**config.mk**
```make
export PLATFORM = sky130hd
export DESIGN_NAME = switch_allocator
export DESIGN_NICKNAME = d
export VERILOG_FILES = /design/src/rtl/switch_allocator.sv
export SDC_FILE = /design/constraint.sdc
export NUM_CORES = 1
export LEC_CHECK = 0
export BUFFER_PORTS_ARGS = -buffer_cell sky130_fd_sc_hd__buf_2
export CAP_MARGIN = 25
export CORE_UTILIZATION = 65
export DETAILED_ROUTE_END_ITERATION = 8
export GPL_ROUTABILITY_DRIVEN = 0
export PLACE_DENSITY_LB_ADDON = 0.25
export SYNTH_ARGS = -nofsm -noshare
export SYNTH_HDL_FRONTEND = slang
export SYNTH_SLANG_ARGS = --single-unit
```
**constraint.sdc**
```tcl
create_clock -name clk -period 9.3 [get_ports clk]
set_input_delay 1.86 -clock clk [delete_from_list [all_inputs] [get_ports clk]]
set_output_delay 1.86 -clock clk [all_outputs]
set_load 0.05 [all_outputs]
```
**src/rtl/switch_allocator.sv**
```systemverilog
// switch_allocator: per-cycle wormhole switch allocator for a router crossbar.
// One round-robin arbiter per output picks a head-flit winner; the output then
// stays locked to that input until the packet's tail flit is granted.
// Grants, crossbar selects and valids are combinational in the request cycle;
// round-robin pointers and lock state are registered.
//
// Ports:
//   clk          rising-edge clock
//   rst          asynchronous, active-low reset
//   req_i        per input: a valid head-of-line flit is present
//   out_port_i   per input: requested output port index
//   head_i       per input: flit is a head flit
//   tail_i       per input: flit is a tail flit (head&tail = single-flit packet)
//   out_ready_i  per output: downstream can accept a flit this cycle
//   grant_o      per input: flit traverses the crossbar this cycle
//   sel_o        per output: crossbar select (winning input index)
//   valid_o      per output: output carries a flit this cycle
//   grant_cnt_o  per output: saturating count of valid cycles
//                (present only when SA_GRANT_COUNT_EN is defined)
module switch_allocator #(
    parameter int unsigned INPUT_NUM  = 5,
    parameter int unsigned OUTPUT_NUM = 5,
    localparam int unsigned SEL_SIZE  = (INPUT_NUM  > 1) ? $clog2(INPUT_NUM)  : 1,
    localparam int unsigned OUT_SIZE  = (OUTPUT_NUM > 1) ? $clog2(OUTPUT_NUM) : 1
) (
    input  logic                                 clk,
    input  logic                                 rst,
    input  logic [INPUT_NUM-1:0]                 req_i,
    input  logic [INPUT_NUM-1:0][OUT_SIZE-1:0]   out_port_i,
    input  logic [INPUT_NUM-1:0]                 head_i,
    input  logic [INPUT_NUM-1:0]                 tail_i,
    input  logic [OUTPUT_NUM-1:0]                out_ready_i,
    output logic [INPUT_NUM-1:0]                 grant_o,
    output logic [OUTPUT_NUM-1:0][SEL_SIZE-1:0]  sel_o,
    output logic [OUTPUT_NUM-1:0]                valid_o
`ifdef SA_GRANT_COUNT_EN
    ,
    output logic [OUTPUT_NUM-1:0][15:0]          grant_cnt_o
`endif
);

    localparam logic [0:0] IDLE   = 1'b0;
    localparam logic [0:0] LOCKED = 1'b1;

    localparam logic [SEL_SIZE-1:0] LAST_IDX = SEL_SIZE'(INPUT_NUM - 1);

    logic [OUTPUT_NUM-1:0]               state_q, state_d;
    logic [OUTPUT_NUM-1:0][SEL_SIZE-1:0] owner_q, owner_d;
    logic [OUTPUT_NUM-1:0][SEL_SIZE-1:0] ptr_q,   ptr_d;

    logic [INPUT_NUM-1:0]                grant_c;
    logic [OUTPUT_NUM-1:0][SEL_SIZE-1:0] sel_c;
    logic [OUTPUT_NUM-1:0]               valid_c;

    logic [INPUT_NUM-1:0]                elig;
    logic                                found;
    logic [SEL_SIZE-1:0]                 win;
    logic [SEL_SIZE-1:0]                 idx;

    // Increment an input index modulo INPUT_NUM.
    function automatic logic [SEL_SIZE-1:0] inc_wrap(input logic [SEL_SIZE-1:0] x);
        return (x == LAST_IDX) ? '0 : x + SEL_SIZE'(1);
    endfunction

    // State registers: lock state, owner and round-robin pointer per output.
    always_ff @(posedge clk or negedge rst) begin
        if (!rst) begin
            state_q <= '0;
            owner_q <= '0;
            ptr_q   <= '0;
        end else begin
            state_q <= state_d;
            owner_q <= owner_d;
            ptr_q   <= ptr_d;
        end
    end

    // Arbitration and next-state per output.
    always_comb begin
        state_d = state_q;
        owner_d = owner_q;
        ptr_d   = ptr_q;
        grant_c = '0;
        sel_c   = '0;
        valid_c = '0;
        elig    = '0;
        found   = 1'b0;
        win     = '0;
        idx     = '0;

        for (int unsigned o = 0; o < OUTPUT_NUM; o++) begin
            // Out-of-range port indices never match any o, so they are ignored.
            for (int unsigned i = 0; i < INPUT_NUM; i++) begin
                elig[i] = req_i[i] && (out_port_i[i] == OUT_SIZE'(o)) && out_ready_i[o]
                          && ((state_q[o] == IDLE) ? head_i[i]
                                                   : (owner_q[o] == SEL_SIZE'(i)));
            end

            found = 1'b0;
            win   = '0;
            if (state_q[o] == LOCKED) begin
                found = elig[owner_q[o]];
                win   = owner_q[o];
            end else begin
                // Round-robin scan starting at the pointer.
                idx = ptr_q[o];
                for (int unsigned k = 0; k < INPUT_NUM; k++) begin
                    if (!found && elig[idx]) begin
                        found = 1'b1;
                        win   = idx;
                    end
                    idx = inc_wrap(idx);
                end
            end

            if (found) begin
                valid_c[o] = 1'b1;
                sel_c[o]   = win;
                for (int unsigned i = 0; i < INPUT_NUM; i++) begin
                    if (win == SEL_SIZE'(i)) begin
                        grant_c[i] = 1'b1;
                    end
                end
                if (state_q[o] == IDLE) begin
                    if (tail_i[win]) begin
                        ptr_d[o] = inc_wrap(win);
                    end else begin
                        state_d[o] = LOCKED;
                        owner_d[o] = win;
                    end
                end else if (tail_i[win]) begin
                    state_d[o] = IDLE;
                    ptr_d[o]   = inc_wrap(owner_q[o]);
                end
            end
        end
    end

    // Outputs are forced low for as long as reset is held.
    assign grant_o = rst ? grant_c : '0;
    assign sel_o   = rst ? sel_c   : '0;
    assign valid_o = rst ? valid_c : '0;

`ifdef SA_GRANT_COUNT_EN
    logic [OUTPUT_NUM-1:0][15:0] cnt_q, cnt_d;

    // Saturating per-output traversal counters.
    always_comb begin
        cnt_d = cnt_q;
        for (int unsigned o = 0; o < OUTPUT_NUM; o++) begin
            if (valid_o[o] && (cnt_q[o] != 16'hFFFF)) begin
                cnt_d[o] = cnt_q[o] + 16'd1;
            end
        end
    end

    always_ff @(posedge clk or negedge rst) begin
        if (!rst) begin
            cnt_q <= '0;
        end else begin
            cnt_q <= cnt_d;
        end
    end

    assign grant_cnt_o = cnt_q;
`endif

endmodule

```
Word-level counts from Yosys, hierarchy flattened. Index checks and enable logic that the tools add are counted. W data, S select, Z words.

Mux-type cells: 268. Reductions and logical operators: 140. Bitwise logic cells: 10. Magnitude comparators: 35. Add/subtract/negate cells: 30. Equality and inequality tests: 80.

Operators with widths (number): $mux W3 (80); $mux W1 (145); $lt A3 B4 Y1 const B (35); $bmux W1 S3 (35); $eq A3 B3 Y1 const B (35); $logic_and A1 B1 Y1 (95); $add A3 B1 Y3 const B (30); $eq A3 B2 Y1 const B (30); $eq A3 B1 Y1 const B (15); $logic_not A3 Y1 (15); $mux W5 (7); $logic_not A1 Y1 (20); $mux W15 (1); $reduce_and A3 Y1 (5); $not A1 Y1 (10); $reduce_and A2 Y1 (5).

Input bits: 37. Output and inout bits: 25. Bits in registers: 35. Word-level logic and storage cells: 578.

Depth between registers and ports, before layout. Gate-level depths: netlist (run 1).

Depth after elaboration: 36. Gate-level depth with buffers: 25. Mapped depth without buffers: 23.

Worst setup path after synthesis (run 1). Ideal clock, no wire load.

Kind: input to output. Start: input port out_port_i[3] in the netlist's numbering. End: output port grant_o[3]. Path slack: 1.609 ns. Data arrival time: 5.831 ns. Path buffers: 0. Stages: 14. Required time: 7.440 ns. Cell sequence: or3b_1 a2111o_1 mux2i_1 a32oi_1 or4b_2 o211ai_1 nor3_1 a41oi_1 nand2_2 o21bai_4 ha_1 ha_1 a22oi_1 a21boi_0.

Longest elaborated chain between the ends: 36. Elaborated cells on any way between the ends: 216. Classes of those cells: eq/ne (9); mux (151); reduce/logical (56).

Ends and longest elaborated chain: start, declared (line 29) `input logic [INPUT_NUM-1:0][OUT_SIZE-1:0] out_port_i,`; $logic_not A3 Y1 (line 94) `elig[i] = req_i[i] && (out_port_i[i] == OUT_SIZE'(o)) && out_ready_i[o]`; $logic_and A1 B1 Y1 (2 in series) (line 94); $logic_and A1 B1 Y1 (line 95) `&& ((state_q[o] == IDLE) ? head_i[i]`; $bmux W1 S3 (line 108) `if (!found && elig[idx]) begin`; $mux W1 (not written as such) (line 108); $mux W1 (line 108); $mux W1 (line 101) `if (state_q[o] == LOCKED) begin`; $logic_not A1 Y1 (line 108); (+19 left out); $mux W5 (line 116) `if (found) begin`; $mux W1 (line 120) `if (win == SEL_SIZE'(i)) begin`; $mux W5 (line 116); $mux W1 (line 120); $mux W5 (line 116); $mux W1 (line 120); $mux W5 * (line 116); $mux W5 * (line 140) `assign grant_o = rst ? grant_c : '0;`; end, declared (line 33) `output logic [INPUT_NUM-1:0] grant_o,`.

Every way passes the cells marked *; elsewhere a longest branch is shown, timed or not. The select of a mux whose other input is x is not followed.

Worst setup path after layout (run 1).
Start: register ptr_q[9] in the netlist's numbering. End: output port grant_o[3].

Longest elaborated chain between the ends: 26. Elaborated cells on any way between the ends: 52. Classes of those cells: add/sub (4); eq/ne (5); mux (35); reduce/logical (8).

Ends and longest elaborated chain: start, declared (line 49) `logic [OUTPUT_NUM-1:0][SEL_SIZE-1:0] ptr_q, ptr_d;`; start signal, assigned (line 74) `ptr_q <= ptr_d;`; branches (longest 22 deep; another with $add A3 B1 Y3); $mux W5 * (line 116); $mux W1 (line 120); $mux W5 * (line 116); $mux W5 * (line 140).

Every way passes the cells marked *. The select of a mux whose other input is x is not followed.

==> results of run 1 <==
[worst max-delay path, stage by stage (launching register included)]
cell,delay [ns]
dfrtp_1,0.51
inv_2,0.16
ha_1,0.27
nand2_1,0.07
nand2_1,0.13
ha_1,0.27
o21ai_0,0.08
a22o_1,0.30
clkinv_1,0.27
ha_1,0.31
or4_1,0.61
a221o_1,0.42
o211ai_1,0.17
a31oi_2,0.21
a21oi_1,0.18
o21ai_0,0.14
a31oi_1,0.65
inv_1,0.15
ha_1,0.23
ha_1,0.19
a222oi_1,0.22
a21boi_0,0.24
buf_2,0.27
[stage by stage]
| stage | util (%) | std cells | cell area [sq um] | power [mW] | setup slack [ns] |
|---|---|---|---|---|---|
| floorplan | - | 1084 | 8453 | 2.114 | 1.609 |
| global placement | 69.72 | 1283 | 8835 | 2.515 | 1.442 |
| detailed placement | 69.72 | 1283 | 8835 | 2.556 | 1.329 |
| CTS | 71.10 | 1291 | 9009 | 2.774 | 1.257 |
| global route | 71.10 | 1291 | 9009 | 3.072 | 0.8136 |
| finish | 71.10 | 1291 | 9009 | 2.832 | 1.103 |
[power breakdown]
group          switching, mW  total [mW]  internal [mW]
clock network         0.0711       0.205          0.133
logic                   1.43        2.29          0.867
registers              0.134       0.333          0.199
total                   1.63        2.83           1.20
[layer usage]
layer	track usage (%)	share of wire (%)
met5	0	0
met1	50.89	42
met3	6.067	8.9
met2	60.20	45
met4	19.74	4.7
[cells by family after synthesis]
family                   count (synthesis)  synth area share (%)
AO/OA/AOI/OAI                          341                 31.36
XOR/XNOR                                 1                0.1036
adder cells (fa/ha/maj)                 84                 12.43
buffers and inverters                  128                 5.906
flip-flops                              35                 10.36
multiplexers                            97                 13.94
AND/OR/NAND/NOR                        398                 25.89
[worst max-delay path by stage]
stage                                     from          to  slack (ns)  cells past startpoint
after global routing      ptr_q[9]$_DFFE_PN0P_  grant_o[3]        0.81                     21
after CTS                 ptr_q[9]$_DFFE_PN0P_  grant_o[3]        1.26                     21
after detailed placement         out_port_i[4]  grant_o[3]        1.33                     17
final                     ptr_q[9]$_DFFE_PN0P_  grant_o[3]        1.10                     22
after global placement           out_port_i[4]  grant_o[3]        1.44                     17
after floorplan                  out_port_i[3]  grant_o[3]        1.61                     14
[layout make-up]
| cell class | instances | area (sq um) | share of cell area (%) |
|---|---|---|---|
| Multi-Input combinational cell | 921 | 7078 | 78.57 |
| Sequential cell | 35 | 875.8 | 9.722 |
| Inverter | 92 | 345.3 | 3.833 |
| Timing Repair Buffer | 63 | 320.3 | 3.556 |
| Tap cell | 172 | 215.2 | 2.389 |
| Clock buffer | 6 | 138.9 | 1.542 |
| Clock inverter | 2 | 35.03 | 0.3889 |
[registers in the layout (all words and copies together) (netlist names)]
signal and count:
owner_q 15, ptr_q 15, state_q 5
[layout by cell type, fill, tap and decap left out, types with 7 or more instances in the layout]
cell type / count
nand2_1: 80
nor2_1: 81
o31ai_1: 12
a21o_1: 11
or4_1: 9
o21a_1: 15
nand2b_1: 15
nor4_1: 7
nand3_1: 39
and2_1: 11
o22ai_1: 14
dfrtp_1: 35
and3_1: 18
and3b_1: 14
mux2i_1: 53
ha_1: 84
nor2b_1: 26
a211oi_1: 19
o211ai_1: 16
a21oi_1: 37
inv_1: 86
nor4bb_1: 7
o21ai_0: 48
or3_1: 15
a22o_1: 9
buf_2: 61
nand3b_1: 10
mux2_2: 27
a31oi_1: 17
o2111ai_1: 11
a211o_1: 10
nor3_1: 16
mux4_2: 11
nand4_1: 13
==> qor.txt, run 1 <==
status - complete, no violations
post-cts resize count - 0
synthesis-to-finish area growth - 6.572%
Worst Path Arrival - 6.34 ns
top_reg_cell synth - dfrtp_1
final hold violations - 0
setup violators final - 0
Clk Latency, worst-skew pair - 0.29 ns
# fillers - 1066
async set or reset register ratio after synthesis - 100.0%
cts bufs inserted - 5
1st-pass router iterations - 6
vias in the first global route - 8217
commonest cells in the netlist - inv_1, ha_1, nor2_1, nand2_1, mux2i_1
worst hold slack - 0.6295 ns
drt total wl - 25.46 mm
GRT Total Usage - 38.36%
Mapped Avg Cell Area - 7.798 sq um
die height - 116.0 um
Reg clk slew, reported paths - 0.06 ns
Via density - 7.076
core box area - 12670 sq um
min Tclk post-route - 8.197 ns
Mapped Nets - 1205
depth of the CTS H-tree - 2
largest net degree at the start of global routing - 46
R2R Path End - ptr_q[11]$_DFFE_PN0P_
Setup TNS - 0 ns
CP Class - flip-flop to primary output
ANT nets after route - 0
drt wl/cell - 19.72 um
RSZ-0062 raised after global routing - no
Synth Instances - 1084
Seq/Total Area, Yosys - 10.36%
I/O Buffers - 61
Min-Delay Endpoint - owner_q[3]$_DFFE_PN0P_
Slew headroom - 34.89%
Fmax achieved - 122.0 MHz
clock sink count - 35
CTS root buffer - clkbuf_16
CP required - 7.44 ns
CTS Hold Buffers Added - 0
Netlist Area Pre-Place - 8453 sq um
DIE WIDTH - 116.0 um
synth top area cells - ha_1, dfrtp_1, mux2i_1
antenna cells - 0
min-delay src - owner_q[3]$_DFFE_PN0P_
post-synth cell types - 102
aggregate global routing overflow - 0
CP endpoint kind - primary output
fraction of layout cells with a size suffix above 1 - 13.67%
pwr dens - 314.4 nW/um^2
count leader, synth - inv_1
Pleak - 4.066 nW
setup bufs post-CTS - 0
Final Skew - 0.005994 ns
DR DRC count - 0
total die area - 13470 sq um
worst hold path depth - 1
Slew Viols, Final - 0
vias - 9135
initial antenna violation count - 0
CTS tree - done
Top Ports - 62
Post-synth EDFFs - 0
critical path launch point type - flip-flop
cell accounting for the most synthesized area - ha_1
Row Count - 41
final period utilization - 88.14%
hold crit path type - flip-flop to flip-flop
post-DP HPWL - 19.70 mm
top cell type's share of synthesized area - 12.43%
Layout Nets - 1239
number of synthesized register bits - 35
flop-to-flop setup slack - 3.37 ns
Slew @ Worst Pin - 0.9635 ns
Register-to-Register Path Depth - 23
Initial Utilization - 66.71%
initial DRC count - 941
Reg-to-Reg Start - ptr_q[9]$_DFFE_PN0P_
CTS max path bufs - 2
max-cap viol count - 0
critical path peak fanout - 9
VDD IR max - 0.3426 mV
Yosys Warn Count - 0
first-pass GRT wire length - 40.87 mm
Power figures use the tool's default switching activity.
==> run 2: changes to the inputs <==
--- a/config.mk
+++ b/config.mk
@@ -7,10 +7,9 @@
 export LEC_CHECK = 0
 export BUFFER_PORTS_ARGS = -buffer_cell sky130_fd_sc_hd__buf_2
 export CAP_MARGIN = 25
-export CORE_UTILIZATION = 65
+export CORE_UTILIZATION = 35
 export DETAILED_ROUTE_END_ITERATION = 8
 export GPL_ROUTABILITY_DRIVEN = 0
-export PLACE_DENSITY_LB_ADDON = 0.25
 export SYNTH_ARGS = -nofsm -noshare
 export SYNTH_HDL_FRONTEND = slang
 export SYNTH_SLANG_ARGS = --single-unit
==> qor.txt, run 2 (synthesis results as in run 1) <==
total die area - 24780 sq um
CP required - 7.44 ns
Slew headroom - 32.87%
CP max stage delay - 0.60 ns
first-pass GRT wire length - 43.34 mm
CP endpoint kind - primary output
CTS max path bufs - 2
cts bufs inserted - 5
Row Count - 56
vias - 8894
fraction of layout cells with a size suffix above 1 - 13.74%
post-place setup slack - 1.332 ns
die height - 157.4 um
Fmax achieved - 122.9 MHz
initial antenna violation count - 2
largest net degree at the start of global routing - 46
RSZ-0062 raised after global routing - no
Top Registers - owner_q: 15 flops, ptr_q: 15 flops, state_q: 5 flops
Top Ports - 62
CTS root buffer - clkbuf_16
drt wl/cell - 19.10 um
CTS Hold Buffers Added - 0
I/O Buffers - 61
slowest library cell on the worst path - dfrtp_1
final instance area - 9190 sq um
1st-pass router iterations - 5
most frequent cells in the layout - inv_1, ha_1, nor2_1
core box area - 23610 sq um
Pleak - 4.067 nW
pwr dens - 306.9 nW/um^2
min Tclk post-route - 8.136 ns
critical path launch point type - flip-flop
setup bufs post-CTS - 0
Worst Path Arrival - 6.28 ns
final setup margin - 1.164 ns
Slew @ Worst Pin - 0.9934 ns
synthesis-to-finish area growth - 8.718%
commonest non-fill, non-tap cell in the layout - inv_1
ANT nets after route - 0
final period utilization - 87.48%
post-cts resize count - 0
Area after DPL - 9034 sq um
DR DRC count - 0
CP Cell Sequence - clkinv_1 > ha_1 > nand2_1 > nand2_1 > ha_1 > o21ai_0 > a22o_1 > inv_1 > ha_1 > nand2_1 > nor3_1 > a211oi_1 > mux2i_1 > nor2b_1 > or3_1 > o311ai_2 > mux2_2 > inv_1 > ha_1 > nor2b_1 > a221o_1 > o31a_1 > buf_2
setup violators final - 0
aggregate global routing overflow - 0
antenna cells - 0
critical path peak fanout - 12
vias in the first global route - 7978
final core utilization - 38.92%
DIE WIDTH - 157.4 um
clock sink count - 35
Cell Count Post-Placement - 1432
VDD IR max - 0.1593 mV
worst hold slack - 0.6478 ns
CP Class - flip-flop to primary output
CTS tree - done
Clk Latency, worst-skew pair - 0.30 ns
hold crit path type - flip-flop to flip-flop
Via density - 6.176
final hold violations - 0
Slew Viols, Final - 0
Crit path top cell by count - ha_1
post-DP HPWL - 21.73 mm
GRT Total Usage - 22.31%
Reg clk slew, reported paths - 0.06 ns
status - complete, no violations
Initial Utilization - 35.80%
initial DRC count - 925
max-cap viol count - 0
Setup TNS - 0 ns
depth of the CTS H-tree - 2
drt total wl - 27.51 mm
total power draw - 2.820 mW
Final Skew - 0.004592 ns
Non-Filler Instances - 1440
Layout Nets - 1241
==> run 2: changes by cell type in the layout (fill, tap and decap cells not counted) <==
cell,before,now
clkbuf_8,1,2
clkbuf_1,0,1
clkinv_2,1,0
buf_4,2,4
bufinv_16,1,0
==> run 2: layer usage <==
| layer | global-route usage [%] | vias to the layer above | wire length [um] |
|---|---|---|---|
| li1 | - | 4262 | - |
| met1 | 32.27 | 4261 | 12960 |
| met2 | 33.82 | 320 | 12140 |
| met3 | 2.616 | 47 | 1671 |
| met5 | 0 | - | 30 |
| met4 | 7.582 | 4 | 708 |
==> run 2: critical path: cells and delay by family, from the launching register on <==
kind | cells | cell delay [ns]
AO/OA/AOI/OAI | 6 | 1.93
adder cells (fa/ha/maj) | 4 | 1.11
buffers and inverters | 4 | 0.78
flip-flops | 1 | 0.60
multiplexers | 2 | 0.53
AND/OR/NAND/NOR | 7 | 1.02
==> run 2: final timing paths <==
kind                                         from                     end  slack, ns  cells past startpoint
setup / recovery             ptr_q[6]$_DFFE_PN0P_              grant_o[4]       1.16                     23
hold / removal             owner_q[4]$_DFFE_PN0P_  owner_q[4]$_DFFE_PN0P_       0.65                      1
setup reg to reg             ptr_q[9]$_DFFE_PN0P_   ptr_q[11]$_DFFE_PN0P_       3.43                     22
hold reg to reg            owner_q[4]$_DFFE_PN0P_  owner_q[4]$_DFFE_PN0P_       0.65                      1
max in group asynchronous                     rst    ptr_q[8]$_DFFE_PN0P_       7.22                      2
min in group asynchronous                     rst    ptr_q[3]$_DFFE_PN0P_       1.65                      2
==> run 2: power by group <==
group / internal (mW) / switching [mW] / total (mW) / leakage (nW)
Sequential: 0.199 / 0.132 / 0.331 / 0.393
Clock: 0.114 / 0.0740 / 0.188 / 0.0772
Combinational: 0.867 / 1.43 / 2.30 / 3.60
==> run 2: final cells by class <==
class                           instances  area [sq um]
Inverter                               92         345.3
Fill cell                            2482         14420
Timing Repair Buffer                   65         335.3
Tap cell                              319         399.1
Clock buffer                            8         156.4
Multi-Input combinational cell        921          7078
Sequential cell                        35         875.8
